`src/rtl/mcu_pkg.sv`:
```
// Shared types and defaults for the MCU interrupt logic.
package mcu_pkg;

  localparam int SYNC_STAGES_DEF = 2;

  typedef enum logic [1:0] {
    IDLE = 2'd0,
    REQ  = 2'd1,
    ISR  = 2'd2,
    RET  = 2'd3
  } int_state_t;

endpackage

```
`src/rtl/sync_edge.sv`:
```
// Multi-flop synchronizer for an asynchronous input, followed by a rising-edge pulse.
module sync_edge #(
  parameter int STAGES = 2
) (
  input  logic clk,
  input  logic clr_n,
  input  logic d,
  output logic rise
);

  logic [STAGES-1:0] sync_q;
  logic              last_q;

  always_ff @(posedge clk or negedge clr_n) begin
    if (!clr_n) begin
      sync_q <= '0;
      last_q <= 1'b0;
    end else begin
      sync_q <= {sync_q[STAGES-2:0], d};
      last_q <= sync_q[STAGES-1];
    end
  end

  // One-cycle pulse in the cycle after the synchronized level first reads high.
  assign rise = sync_q[STAGES-1] & ~last_q;

endmodule

```
`src/rtl/int_flag_ctrl.sv`:
```
// Interrupt flag controller: pending latch, I flag, C/Z shadow save/restore and
// the IDLE/REQ/ISR/RET sequencing toward the control unit.
module int_flag_ctrl
  import mcu_pkg::*;
#(
  parameter int SYNC_STAGES = SYNC_STAGES_DEF
) (
  input  logic       clk,
  input  logic       clr_n,
  input  logic       intr,
  input  logic       sei,
  input  logic       cli,
  input  logic       int_ack,
  input  logic       reti,
  input  logic       reti_en,
  input  logic       c_in,
  input  logic       z_in,
  output logic       int_req,
  output logic       i_flag,
  output logic       in_isr,
  output logic       shad_c,
  output logic       shad_z,
  output logic       flg_ld_sel,
  output logic       flg_ld,
  output logic       err_reti,
  output logic [1:0] state_dbg,
  output logic       pending_dbg
);

  int_state_t state, state_nx;
  logic       pending;
  logic       ret_ie;
  logic       rise;
  logic       take;

  sync_edge #(.STAGES(SYNC_STAGES)) u_sync_edge (
    .clk   (clk),
    .clr_n (clr_n),
    .d     (intr),
    .rise  (rise)
  );

  // Control-unit inputs are single-cycle strobes sampled on the rising edge; int_req
  // is a level held in REQ until int_ack is strobed or the I flag drops.
  assign take = (state == REQ) && int_ack;

  always_comb begin
    state_nx = state;
    case (state)
      IDLE:    if (pending && i_flag) state_nx = REQ;
      REQ: begin
        if (int_ack)      state_nx = ISR;
        else if (!i_flag) state_nx = IDLE;
      end
      ISR:     if (reti) state_nx = RET;
      RET:     state_nx = IDLE;
      default: state_nx = IDLE;
    endcase
  end

  always_ff @(posedge clk or negedge clr_n) begin
    if (!clr_n) begin
      state    <= IDLE;
      pending  <= 1'b0;
      i_flag   <= 1'b0;
      shad_c   <= 1'b0;
      shad_z   <= 1'b0;
      ret_ie   <= 1'b0;
      err_reti <= 1'b0;
    end else begin
      state   <= state_nx;
      // An edge landing on the acknowledge cycle survives the clear.
      pending <= (pending & ~take) | rise;
      if (take) begin
        shad_c <= c_in;
        shad_z <= z_in;
      end
      if (take)              i_flag <= 1'b0;
      else if (state == RET) i_flag <= ret_ie;
      else if (cli)          i_flag <= 1'b0;
      else if (sei)          i_flag <= 1'b1;
      // RETIE/RETID choice is captured with reti so RET need not see reti_en again.
      if ((state == ISR) && reti) ret_ie <= reti_en;
      if ((state != ISR) && reti) err_reti <= 1'b1;
    end
  end

  assign int_req     = (state == REQ);
  assign in_isr      = (state == ISR);
  assign flg_ld      = (state == RET);
  assign flg_ld_sel  = (state == RET);
  assign state_dbg   = state;
  assign pending_dbg = pending;

endmodule

```
`config.mk`:
```
export PLATFORM = sky130hd
export DESIGN_NAME = int_flag_ctrl
export DESIGN_NICKNAME = d
export VERILOG_FILES = /design/src/rtl/mcu_pkg.sv /design/src/rtl/sync_edge.sv /design/src/rtl/int_flag_ctrl.sv
export SDC_FILE = /design/constraint.sdc
export NUM_CORES = 1
export LEC_CHECK = 0
export CAP_MARGIN = 20
export CORE_AREA = 2 2 39 41
export CTS_BUF_LIST = sky130_fd_sc_hd__clkbuf_8
export DETAILED_ROUTE_END_ITERATION = 10
export DIE_AREA = 0 0 41 43
export PLACE_DENSITY = 0.64
export SYNTH_ARGS = -nofsm -noshare
export SYNTH_HDL_FRONTEND = slang
export SYNTH_SLANG_ARGS = --single-unit
export TNS_END_PERCENT = 10
```
`constraint.sdc`:
```
create_clock -name clk -period 1.35 [get_ports clk]
set_input_delay 0.2025 -clock clk [delete_from_list [all_inputs] [get_ports clk]]
set_output_delay 0.2025 -clock clk [all_outputs]
set_load 0.02 [all_outputs]
```
[Yosys cells after proc, flatten, opt, wreduce, memory -nomap -nowiden]
Cells that the tools add are included.
Cells by class
  add/subtract/negate cells: 0
  $mul: 0
  div/mod/pow operators: 0
  magnitude comparators: 0
  equal/unequal tests: 7
  shifts and indexed selects: 0
  mux-type cells: 9
  bitwise logic cells: 5
  reductions and logical operators: 7
Operators by type and width (number)
  $mux W2: 4
  $pmux W2 S4: 1
  $ne A2 B2 Y1 const B: 3
  $eq A2 B2 Y1 const B: 2
  $logic_and A1 B1 Y1: 4
  $mux W1: 4
  $reduce_bool A4 Y1: 1
  $ne A3 B3 Y1 const B: 1
  $reduce_and A3 Y1: 1
  $and A1 B1 Y1: 2
  $eq A2 B1 Y1 const B: 1
  $logic_not A2 Y1: 1
  $not A1 Y1: 2
  $or A1 B1 Y1: 1
Word-level totals
  register bits after elaboration: 11
  latch bits: 0
  memory bits (writable): 0
  bits in read-only memories: 0
  bits of input ports: 10
  output and inout port bits: 11
  logic and storage cells: 37
  memories kept: 0

[Longest topological paths before layout]
Gate-level depths: netlist of run 1.
  depth after elaboration: 5
  depth in mapped cells: 2
  depth with buffers taken out: 2

[By module]
Synthesis of run 1 repeated with hierarchy kept, for this count alone.
Unflattened totals
  cell total of the unflattened synthesis: 33
  area, all modules: 450.4 um^2
Modules (own cells, without submodules)
  int_flag_ctrl: instances 1, cells each 29, area each 361.6 um^2, sequential area each 200.2 um^2
  sync_edge: instances 1, cells each 4, area each 88.8 um^2, sequential area each 75.1 um^2

[Worst setup path after synthesis of run 1]
Ideal clock, no wire load.
  path kind: reg2out
  start: register state[0], in the netlist state_dbg[0]
  end: output port flg_ld_sel
  arrival: 1.061 ns
  data required time: 1.148 ns
  slack: 0.087 ns
  cell stages (with the launch flop): 3
  path buffers: 1
  cells stage by stage: dfrtp_1 -> and2_1 -> buf_4
On the way
  longest elaborated chain between the ends: 1
RTL lines
  start: declaration: line int_flag_ctrl.sv:30  | int_state_t state, state_nx;
  start signal: assignment: line int_flag_ctrl.sv:71  | state <= state_nx;
  $eq A2 B2 Y1
  end: declaration: line int_flag_ctrl.sv:23  | output logic flg_ld_sel,
Every way passes these cells.

==> key figures, run 1 <==
Status
  • Status: finished clean

Placement
  • I/O Buffers: 20
  • Pre-CTS WS: -57.9 ps
  • DPL Wire Length: 644 microns
  • Routability congestion estimate: roughly 0.69

Critical path
  • CP startpoint kind: register
  • CP arrival: between 1000 and 1500 ps
  • Max incr delay on CP: 430 ps
  • Worst path cell trace: buf_4, clkdlybuf4s15_1
  • Setup CP Type: register to output pin
  • Critical path required time: roughly 1200 ps
  • Worst-path fanout max: 6
  • Critical path capture point type: output pin
  • Max stage delay cell, worst path: dfrtp_2

Yosys
  • Mapped Nets: just over 40
  • Yosys top cell area share: 0.608
  • Yosys warns: 0
  • Count of cell types in the netlist: 16
  • Post-synth EDFFs: 0
  • Main flop type after synthesis: dfrtp_1
  • Synthesized area per cell: 14.6 sq um
  • FF+latch count, synth: 11
  • Synth top cells by count: dfrtp_1 (11), mux2_4 (3), inv_1 (2), nand2_1 (2), nand3b_1 (2)
  • Yosys top cell by area: dfrtp_1
  • Synthesized instance count: 31
  • Synth top area cells: dfrtp_1 (61%), mux2_4 (9.9%), nand3b_4 (4.4%)
  • Post-synthesis cell area: around 450 sq um
  • Register area share after synthesis: 0.608
  • Count leader, synth: dfrtp_1
  • Post-synth ARST share: 1.00

Timing
  • Fin worst setup slack: between 50 and 60 ps
  • Min Tclk post-route: around 1300 ps
  • Least-Margin Pin Slew: 468 ps
  • Clk_skew: 0.346 ps
  • Slew headroom: 0.687
  • Max Clk Rate: a little under 800 MHz
  • Hold Fails Final Rpt: 0
  • RSZ-0062 raised after global routing: false
  • Slew Limit Fails: 0
  • Fin crit share: 0.958
  • Final setup viols: 0

Route
  • Wirelength per Cell: about 11 microns
  • Total vias in the final route: about 350
  • Antenna-violating nets left: 0
  • 1st-iter DRT viols: 3
  • Vias/cell: 4.60
  • 1st-pass router iterations: 3
  • Remaining DRCs: 0
  • Total wire length: around 860 microns

Clocking
  • CTS tree: done
  • Clock Tree Buf Depth: 2
  • Cts hold-fix bufs: 0
  • Clock transition at the registers of the reported paths: about 50 ps
  • CTS Sinks: 11
  • Post-CTS Setup Bufs: 0
  • Clk root buf: clkbuf_8
  • Clk_lat worst skew: approximately 230 ps
  • Total CTS buffers: 3
  • H-tree depth: 1

Pwr
  • Switching Fraction: 0.337
  • Cell area power density: between 2000 and 2500 mW/mm^2
  • Static leakage: ~0.36 nW
  • Max IR drop VDD: 807 uV
  • P_int: approximately 970 uW
  • Total net switching power: around 490 uW
  • Clock power frac: 0.220
  • Power consumption: ~1.5 mW
  • Flop pwr share: 0.344
  • Logic pwr share: 0.436

Final layout
  • Area delta synth->final: 59.9%
  • Fin util: 0.524
  • Fraction of layout cells with a size suffix above 1: 0.322
  • Nets: 70
  • Diode count: 0

Die
  • Die width: around 40 microns
  • Cell Rows: 14
  • Die footprint: 0.00176 sq mm
  • Top Ports: 21
  • Die H: roughly 43 microns
  • Core area: 0.00138 sq mm
  • Starting Density: 0.327

GRT
  • Pin count of the biggest net entering global routing: 12
  • Vias in the first global route: 370
  • First-pass GRT wire length: roughly 1500 microns
  • Initial antenna violation count: 0
  • Grt total ovfl: 0
  • Global Route Usage Sum: 0.127

Hold path
  • Min-delay worst type: input port to async pin

Flow run
  • Max-Cap Viols: 0
[layer usage]
metal / vias to the layer above / routed length (microns) / share of wire / track usage
met5: - / 0 / 0 / 0
met4: 0 / 7 / 0.0081 / 0.100
met3: 2 / 71 / 0.082 / 0.0366
met2: 13 / 412 / 0.48 / 0.191
met1: 166 / 370 / 0.43 / 0.140
li1: 164 / - / - / -
[final timing paths]
path                       depth (start not counted)               endpoint  slack, ps
max                                                2           state_dbg[1]         60
min                                                1                 shad_z        290
max reg2reg                                        3                 shad_c        160
min reg2reg                                        0  u_sync_edge.sync_q[1]        350
max in group asynchronous                          1              async pin        710
min in group clk                                   0  u_sync_edge.sync_q[1]        350
[worst max-delay path, delay by kind of cell, from the launching register on]
kind / cells / cell delay, ps
DFF: 1 / 430
buffers and inverters: 2 / 420
[flip-flops by register name, summed over array words and instances, names as in the netlist, named ones only]
| register | count |
|---|---|
| err_reti | 1 |
| shad_c | 1 |
| state_dbg | 1 |
| pending_dbg | 1 |
| shad_z | 1 |
| i_flag | 1 |
| u_sync_edge.last_q | 1 |
| u_sync_edge.sync_q | 2 |
| ret_ie | 1 |
[placed cells by master (no fill, tap or decap)]
| master | n |
|---|---|
| nand2_1 | 2 |
| clkbuf_2 | 3 |
| mux2_4 | 3 |
| nand4bb_1 | 1 |
| nand3b_1 | 2 |
| o21ba_2 | 1 |
| buf_2 | 1 |
| clkdlybuf4s50_1 | 9 |
| nand2b_1 | 1 |
| dfrtp_1 | 10 |
| clkinv_2 | 1 |
| and2_1 | 1 |
| a21o_1 | 1 |
| o311ai_0 | 1 |
| buf_4 | 5 |
| inv_1 | 2 |
| dlygate4sd2_1 | 5 |
| dfrtp_2 | 1 |
| a22o_1 | 1 |
| clkbuf_8 | 3 |
| clkdlybuf4s15_1 | 2 |
| nor2b_1 | 1 |
| nand3b_4 | 1 |
| o211a_1 | 1 |
[cell type report]
cell class / instances / area [sq um]
fillers: 136 / 659
flip-flops and latches: 11 / 277
repair buffers: 25 / 211
multi-input cells: 17 / 163
clock buffers: 3 / 41.3
well taps: 16 / 20.0
inverters: 2 / 7.51
clock inverters: 1 / 5.00
[kinds of logic after synthesis]
logic type	Yosys count	synth area share
buffers and inverters	3	0.0332
AO/OA/AOI/OAI	5	0.0995
multiplexers	3	0.0994
AND/OR/NAND/NOR	9	0.160
flip-flops	11	0.608
[metrics by stage]
step           area (sq um)  setup TNS [ps]  hold WS [ps]  instances
3_5_place_dp            703            -165           336         71
6_report                724               0           291         75
5_1_grt                 724               0           339         75
3_3_place_gp            703            -109           333         71
2_1_floorplan           453               0         -93.1         31
4_1_cts                 738           -79.2           300         75
[power by group through the flow]
stage	sequential, mW	clock (mW)	combinational, mW
after floorplan	0.613	0	0.255
after global placement	0.509	0	0.731
after detailed placement	0.508	0	0.729
after CTS	0.502	0.337	0.656
after global routing	0.520	0.353	0.692
final	0.504	0.322	0.638
[repair_timing]
| action | 4_1_cts | 5_1_grt |
|---|---|---|
| setup endpoints to repair | 11 | 6 |
| resized for setup | 13 | 10 |
| gates cloned | 0 | 0 |
| pin swaps | 0 | 0 |
Power figures use the tool's default switching activity.
==> run 2: changes to the inputs <==
--- a/config.mk
+++ b/config.mk
@@ -5,6 +5,7 @@
 export SDC_FILE = /design/constraint.sdc
 export NUM_CORES = 1
 export LEC_CHECK = 0
+export ABC_CLOCK_PERIOD_IN_PS = 1350
 export CAP_MARGIN = 20
 export CORE_AREA = 2 2 39 41
 export CTS_BUF_LIST = sky130_fd_sc_hd__clkbuf_8
==> constraint.sdc (replaced) <==
create_clock -name clk -period 1.35 [get_ports clk]
set_input_delay 0.27 -clock clk [delete_from_list [all_inputs] [get_ports clk]]
set_output_delay 0.27 -clock clk [all_outputs]
set_load 0.02 [all_outputs]
==> key figures, run 2 (synthesis results as in run 1) <==
Status
  • Status: finished clean

Timing
  • Slew headroom: 0.690
  • Clk_skew: slightly above 0.6 ps
  • Worst hold slack: roughly 350 ps
  • Slew Limit Fails: 0
  • Least-Margin Pin Slew: about 460 ps
  • Min Tclk post-route: 1280 ps
  • Final setup viols: 0
  • Hold Fails Final Rpt: 0
  • RSZ-0062 raised after global routing: false
  • Fin worst setup slack: around 70 ps
  • Fin crit share: 0.948
  • Max Clk Rate: 782 MHz

Final layout
  • Max reg flops: 2
  • Commonest non-fill, non-tap cell in the layout: dfrtp_1
  • Top reg by flops: u_sync_edge.sync_q
  • Area delta synth->final: 59.9%
  • Fin area: between 700 and 800 sq um
  • Non-filler cells, final: 76
  • Most frequent cells in the layout: dfrtp_1 (11), clkdlybuf4s50_1 (9), buf_4 (8)
  • Fin util: 0.524
  • Nets: approximately 70
  • Diode count: 0
  • Fraction of layout cells with a size suffix above 1: 0.333
  • FILL cells: about 130

Flow run
  • Max-Cap Viols: 0

Clocking
  • Clk_lat worst skew: approximately 230 ps
  • Post-CTS Setup Bufs: 0
  • Clock Tree Buf Depth: 2
  • CTS Sinks: 11
  • Total CTS buffers: 3
  • H-tree depth: 1
  • Clock transition at the registers of the reported paths: 50 ps
  • CTS tree: done
  • Clk root buf: clkbuf_8

Pwr
  • Cell area power density: ~2000 mW/mm^2
  • Max IR drop VDD: 1020 uV
  • Static leakage: about 0.37 nW

Placement
  • Routability congestion estimate: around 0.69
  • Inst Count DP: slightly above 70
  • DPL Wire Length: between 600 and 700 microns
  • Pre-CTS WS: -125 ps
  • I/O Buffers: 20
  • DP Area: 711 sq um

Critical path
  • CP arrival: about 1000 ps
  • Critical path capture point type: output pin
  • Critical path required time: about 1100 ps
  • Worst-path fanout max: 6
  • Max stage delay cell, worst path: dfrtp_1
  • CP startpoint kind: register
  • Max incr delay on CP: 410 ps
  • Worst path cell trace: and2_1, clkbuf_2
  • Reg-to-reg endpoint: shad_c
  • Reg-to-reg setup timing slack: ~150 ps
  • Setup CP Type: register to output pin
  • Reg2Reg Depth: 3

Die
  • Top Ports: 21
  • Die footprint: about 0.0018 sq mm
  • Core area: between 0.001 and 0.0015 sq mm
  • Die width: 41 microns
  • Die H: about 43 microns
  • Starting Density: 0.327
  • Cell Rows: 14

GRT
  • Pin count of the biggest net entering global routing: 12
  • Vias in the first global route: 336
  • Initial antenna violation count: 0
  • Global Route Usage Sum: 0.122
  • Grt total ovfl: 0
  • First-pass GRT wire length: about 1400 microns

Route
  • Wirelength per Cell: between 10 and 15 microns
  • Total wire length: just over 800 microns
  • Total vias in the final route: ~330
  • 1st-iter DRT viols: 5
  • Antenna-violating nets left: 0
  • 1st-pass router iterations: 4
  • Remaining DRCs: 0
  • Vias/cell: 4.37

Hold path
  • Worst hold path depth: 0
  • Critical hold path startpoint: u_sync_edge.sync_q[0]
  • Min-delay worst type: register to register
  • Hold worst-path end: u_sync_edge.sync_q[1]
-- run 2: cell types whose count changed in the layout (fill, tap and decap cells not counted), sizes merged --
cell and change:
buf +4, clkdlybuf4s15 -2, clkbuf -1, clkinv -1, inv +1
-- run 2: area by class of cell --
class                   count  area [sq um]  share of cell area
inverters                   2          7.51              0.0104
well taps                  16          20.0              0.0276
repair buffers             26           214               0.295
clock buffers               3          41.3              0.0570
multi-input cells          17           163               0.225
clock inverters             1          3.75             0.00518
flip-flops and latches     11           275               0.380
-- run 2: repair_timing --
item,4_1_cts,5_1_grt
hold buffers,0,0
endpoints found under the setup margin,11,5
gates resized for setup,21,5
-- run 2: layer usage --
layer  GRT usage  routed length [microns]  share of wire  up-vias
met5           0                        0              0        -
met4      0.0600                        7         0.0086        0
met3      0.0314                       80          0.098        2
met2       0.191                      369           0.45       15
met1       0.147                      356           0.44      150
li1            -                        -              -      165
-- run 2: worst max-delay path by stage --
stage / to / slack, ps / cells past startpoint
final: flg_ld / 70 / 2
after global routing: flg_ld_sel / 10 / 2
after CTS: flg_ld / -80 / 2
after detailed placement: flg_ld / -130 / 2
after global placement: in_isr / -120 / 3
after floorplan: flg_ld_sel / 20 / 2
-- run 2: metrics by stage --
step | setup TNS, ps | total power, mW
3_3_place_gp | -454 | 1.25
2_1_floorplan | 0 | 0.868
5_1_grt | 0 | 1.57
3_5_place_dp | -495 | 1.25
6_report | 0 | 1.47
4_1_cts | -144 | 1.50
-- run 2: critical path: cells and delay by family, from the launching register on --
family	cells	cell delay (ps)
buffers and inverters	1	180
AND/OR/NAND/NOR	1	190
flip-flops	1	410
-- run 2: power by group --
part	total, mW	switching, mW	leakage, nW	internal (mW)
Sequential	0.495	0.0651	0.128	0.430
Clock	0.307	0.109	0.0269	0.198
Combinational	0.663	0.311	0.219	0.352
Total	1.47	0.485	0.373	0.980
